## config.mk

```make
export PLATFORM = sky130hd
export DESIGN_NAME = eco32f_regfile
export DESIGN_NICKNAME = d
export VERILOG_FILES = /design/src/rtl/eco32f_regfile.sv
export SDC_FILE = /design/constraint.sdc
export NUM_CORES = 1
export LEC_CHECK = 0
export CAP_MARGIN = 10
export CORE_UTILIZATION = 55
export DETAILED_ROUTE_END_ITERATION = 10
export PLACE_DENSITY = 0.81
export SYNTH_ARGS = -nofsm -noshare
export SYNTH_HDL_FRONTEND = slang
export SYNTH_SLANG_ARGS = --single-unit
```

## constraint.sdc

```tcl
create_clock -name clk -period 12.85 [get_ports clk]
set_clock_uncertainty 0.05 [all_clocks]
set_input_delay 2.57 -clock clk [delete_from_list [all_inputs] [get_ports clk]]
set_output_delay 2.57 -clock clk [all_outputs]
set_load 0.02 [all_outputs]
```

## src/rtl/eco32f_regfile.sv

```systemverilog
// eco32f_regfile: 32 x 32-bit register file with two registered read ports
// and one write port. After reset a 32-cycle sweep clears every entry while
// rf_busy is high; normal operation starts once the sweep is done.
// Optional feature: define ECO32F_RF_BYPASS_EN to forward same-edge writes
// to the read ports and to refresh held outputs during decode stalls.
module eco32f_regfile (
  input  logic        clk,
  input  logic        rst,
  input  logic        rf_re,
  input  logic [4:0]  rf_a_addr,
  input  logic [4:0]  rf_b_addr,
  input  logic        wb_rf_r_we,
  input  logic [4:0]  wb_rf_r_addr,
  input  logic [31:0] wb_rf_r,
  output logic [31:0] rf_a,
  output logic [31:0] rf_b,
  output logic        rf_busy
);

  typedef enum logic {CLEAR = 1'b0, RUN = 1'b1} state_t;

  state_t      state_q;
  logic [4:0]  cnt_q;
  logic [4:0]  held_a_q;
  logic [4:0]  held_b_q;
  logic [31:0] rf_a_q;
  logic [31:0] rf_b_q;
  logic        busy_q;
  logic [31:0] mem_q [32];

  logic        wr_en;
  logic [31:0] rd_a;
  logic [31:0] rd_b;
  logic [31:0] rf_a_d;
  logic [31:0] rf_b_d;

  // A writeback only lands in RUN and never in entry 0.
  assign wr_en = (state_q == RUN) && wb_rf_r_we && (wb_rf_r_addr != 5'd0);

  // Array read with optional same-edge forwarding; index 0 always reads zero.
  always_comb begin
    rd_a = mem_q[rf_a_addr];
    rd_b = mem_q[rf_b_addr];
`ifdef ECO32F_RF_BYPASS_EN
    if (wr_en && (wb_rf_r_addr == rf_a_addr)) rd_a = wb_rf_r;
    if (wr_en && (wb_rf_r_addr == rf_b_addr)) rd_b = wb_rf_r;
`endif
    if (rf_a_addr == 5'd0) rd_a = '0;
    if (rf_b_addr == 5'd0) rd_b = '0;
  end

  // Next output value: capture on rf_re, otherwise hold (optionally refreshed
  // when the held register is rewritten); forced to zero during the sweep.
  always_comb begin
    rf_a_d = rf_a_q;
    rf_b_d = rf_b_q;
    if (state_q == CLEAR) begin
      rf_a_d = '0;
      rf_b_d = '0;
    end else if (rf_re) begin
      rf_a_d = rd_a;
      rf_b_d = rd_b;
    end else begin
`ifdef ECO32F_RF_BYPASS_EN
      if (wr_en && (wb_rf_r_addr == held_a_q)) rf_a_d = wb_rf_r;
      if (wr_en && (wb_rf_r_addr == held_b_q)) rf_b_d = wb_rf_r;
`endif
    end
  end

  // Control FSM: clear sweep, then run; also holds read addresses and outputs.
  always_ff @(posedge clk) begin
    if (!rst) begin
      state_q  <= CLEAR;
      cnt_q    <= 5'd0;
      busy_q   <= 1'b1;
      held_a_q <= 5'd0;
      held_b_q <= 5'd0;
      rf_a_q   <= '0;
      rf_b_q   <= '0;
    end else begin
      rf_a_q <= rf_a_d;
      rf_b_q <= rf_b_d;
      case (state_q)
        CLEAR: begin
          cnt_q <= cnt_q + 5'd1;
          if (cnt_q == 5'd31) begin
            state_q <= RUN;
            busy_q  <= 1'b0;
          end
        end
        default: begin
          if (rf_re) begin
            held_a_q <= rf_a_addr;
            held_b_q <= rf_b_addr;
          end
        end
      endcase
    end
  end

  // Storage: sweep writes zero during CLEAR, writeback writes during RUN.
  always_ff @(posedge clk) begin
    if (rst) begin
      if (state_q == CLEAR) begin
        mem_q[cnt_q] <= '0;
      end else if (wr_en) begin
        mem_q[wb_rf_r_addr] <= wb_rf_r;
      end
    end
  end

  assign rf_a    = rf_a_q;
  assign rf_b    = rf_b_q;
  assign rf_busy = busy_q;

endmodule

```

==> impl_metrics.toml <==
[critical_path]
path_delay_family = "buffers and inverters"
worst-setup-path-type = "in -> reg"
required_ns = 13.12
crit_slowest_cell = "clkdlybuf4s50_1"
r2r_cells = 7
path_cells = "clkdlybuf4s50_1, and3_1, o31a_1, buf_4, a2bb2oi_1, buf_4, nor2_4, buf_4"
reg2reg_slack_ns = 9.19
critPathMostFrequentCell = "buf_4"
crit_path_end_kind = "flip-flop"
crit-reg2reg-launch = "state_q"
r2r_end = "mem_q[12][4]"
worstPathMaxFanout = 33
crit_arrival_ns = 5.98
cpPeakStageDelay_ns = 0.83
path_buf_inv = 4
crit_path_start_kind = "primary input"

[sta]
hold_viol_final = 0
tightest_slew_ns = 1.246
fin_ws_ns = 7.140
setup_viol = 0
post-route-period-util_pct = 44.43
fmax_mhz = 175.1
fin_crit_ns = 5.710
holdWs_ns = 0.4129
setup_tns_ns = 0
slew_headroom_pct = 16.96
rsz0062_at_grt = "no"
final_max_slew_viol_count = 0

[power_and_ir_drop]
ir_drop_uv = 136.2
pwr-share-seq_pct = 51.9
swShare_pct = 21.43
switchingPower_mw = 1.598
p_int_mw = 5.861
p_clk_share_pct = 43.0
leakagePower_nw = 17.46
powerDensity_nw_per_um2 = 132.0
pwr-share-comb_pct = 5.1

[global_route]
grt_first_pass_wirelength_mm = 223.8
grt_pass1_vias = 32112
grt_max_degree = 100
grt_overflow = 0
track_usage_pct = 33.67
antenna_found_initial = 1

[layout]
regArea_um2 = 32170
final_area_um2 = 56530
finish.net_count = 2950
syn_to_final_growth_pct = 11.92
nFillCells = 5885
multiInputGateArea_um2 = 17340
layout-drive-gt1-share_pct = 23.78
instances_no_fill = 4168

[status]
status = "finished clean"

[place]
dp_cells = 3958
io_buffers = 115
post-dp-hpwl_mm = 89.13
place_congestion = 0.8765
place_area_um2 = 52810
pre_cts_slack_ns = 6.411

[synthesis]
synth_seq_cells = 1095
synth_area_um2 = 50510
yosys-top-cells-area = "edfxtp_1 61%, mux4_2 17%, mux2i_1 7.1%"
yosysMostFrequentCell = "edfxtp_1"
synthFlopType = "edfxtp_1"
synth_edf_count = 1024
yosys-top-cells-count = "1024 x edfxtp_1, 384 x mux4_2, 360 x mux2i_1, 130 x nand3_1, 108 x nand2_1"
ys_types = 52
ys.warnings.count = 0
syn_area_per_cell_um2 = 17.92
async_flop_share_pct = 0
synth-seq-area-share_pct = 63.70
postSynthNetCount = 2872
yosysTopAreaCell = "edfxtp_1"
synth_top_cell_area_share_pct = 60.88
synth_cells = 2819

[detailed_routing]
wl_per_cell_um = 37.52
num_vias = 31344
drtPass1Iterations = 7
finalWirelength_mm = 156.4
drt-initial-drc-count = 4780
antenna_left = 0
viasPerCell = 7.520
drc = 0

[hold_path]
hold_depth = 2
min_to = "rf_busy"
hold_class = "reg -> reg"
hold_start = "rf_busy"

[cts]
clock_latency_ns = 0.69
ctsRootBufferMaster = "clkbuf_16"
clk_pin_slew_ns = 0.06
cts_hold_buf = 0
cts.sinks = 1095
cts_tree = "built"
h-tree-depth = 3
cts_inserted_buffers = 108
cts.path.max_buffers = 3
cts_setup_buffers = 0
cts_resized = 0

[floorplanning]
dieHeight_um = 305.0
die-width_um = 305.0
coreArea_um2 = 90420
ios = 116
start_util_pct = 55.86
fp-row-count = 110
die-area_um2 = 93050

[flow_run]
maxCapViolations = 0
-- worst reg2reg max path: stages, from the launching register on --
cell,delay [ns]
dfxtp_1,0.64
and3_1,0.39
o31a_1,0.21
buf_4,0.38
a2bb2oi_1,0.13
buf_4,0.22
nor2_4,0.60
buf_4,0.63
-- stage by stage --
step	utilization [%]	power [mW]
floorplan	-	4.199
global placement	58.40	4.307
detailed placement	58.40	4.316
CTS	62.37	7.447
global route	62.51	7.592
finish	62.52	7.460
-- power groups by stage --
| stage | Clock [mW] | Sequential, mW | Combinational [mW] |
|---|---|---|---|
| global route | 3.33 | 3.87 | 0.384 |
| detailed placement | 0 | 3.95 | 0.367 |
| floorplan | 0 | 3.94 | 0.255 |
| global placement | 0 | 3.95 | 0.360 |
| finish | 3.21 | 3.87 | 0.379 |
| CTS | 3.20 | 3.87 | 0.369 |
-- worst max path at each step --
stage	startpoint	to	slack (ns)	cells after the start
6_report	rst	mem_q[12][4]	7.14	8
5_1_grt	rf_b_addr[0]	rf_b[3]	6.98	7
4_1_cts	rf_b_addr[0]	rf_b[3]	7.09	7
3_5_place_dp	rf_b_addr[0]	rf_b[3]	6.41	7
3_3_place_gp	rf_b_addr[0]	rf_b[3]	6.48	7
2_1_floorplan	wb_rf_r_addr[4]	mem_q[10][0]	6.42	4
-- area by class of cell --
class | count | area share [%]
sequential | 1095 | 56.91
multi-input combinational | 1483 | 30.68
clock buffer | 136 | 5.186
timing repair buffer | 204 | 3.429
tap | 1176 | 2.603
clock inverter | 67 | 1.153
inverter | 5 | 0.03320
antenna | 2 | 0.008853
-- flip-flops by register name, indices dropped and copies added, names as in the netlist --
signal and count:
mem_q 1024, state_q 1, cnt_q 5, rf_a 32, rf_busy 1, rf_b 32
-- metal layers --
layer  vias up  global-route usage [%]  wire length, µm
met5         -                       0                7
met4         2                   20.94            11660
met3       712                   8.838            21480
met2      2819                   52.62            72370
met1     15819                   42.22            50890
li1      11992                       -                -
-- cells in the final DEF, fill, tap and decap left out, drive strengths merged, types with 3 or more instances in the layout --
| master | instances |
|---|---|
| nand3 | 130 |
| nor2b | 38 |
| clkinv | 48 |
| mux4 | 384 |
| clkinvlp | 4 |
| bufinv | 12 |
| nor3 | 14 |
| a21oi | 16 |
| dfxtp | 71 |
| nor2 | 27 |
| a31oi | 3 |
| and3 | 3 |
| a21o | 22 |
| a32oi | 4 |
| nand2 | 108 |
| edfxtp | 1024 |
| o2111ai | 49 |
| o21ai | 29 |
| inv | 8 |
| o2111a | 15 |
| buf | 96 |
| clkbuf | 137 |
| a211oi | 15 |
| mux2i | 360 |
| a211o | 11 |
| o31ai | 16 |
| a31o | 49 |
| a22o | 56 |
| a22oi | 72 |
| clkdlybuf4s50 | 107 |
| and2 | 39 |
-- cells by family after synthesis --
| group | synth area share [%] |
|---|---|
| AO/OA/AOI/OAI | 5.804 |
| XOR/XNOR | 0.03469 |
| adder cells (fa/ha/maj) | 0.04954 |
| buffers and inverters | 2.569 |
| flip-flops | 63.70 |
| multiplexers | 24.26 |
| AND/OR/NAND/NOR | 3.590 |
Note: power is estimated with default switching activity, not from simulation.
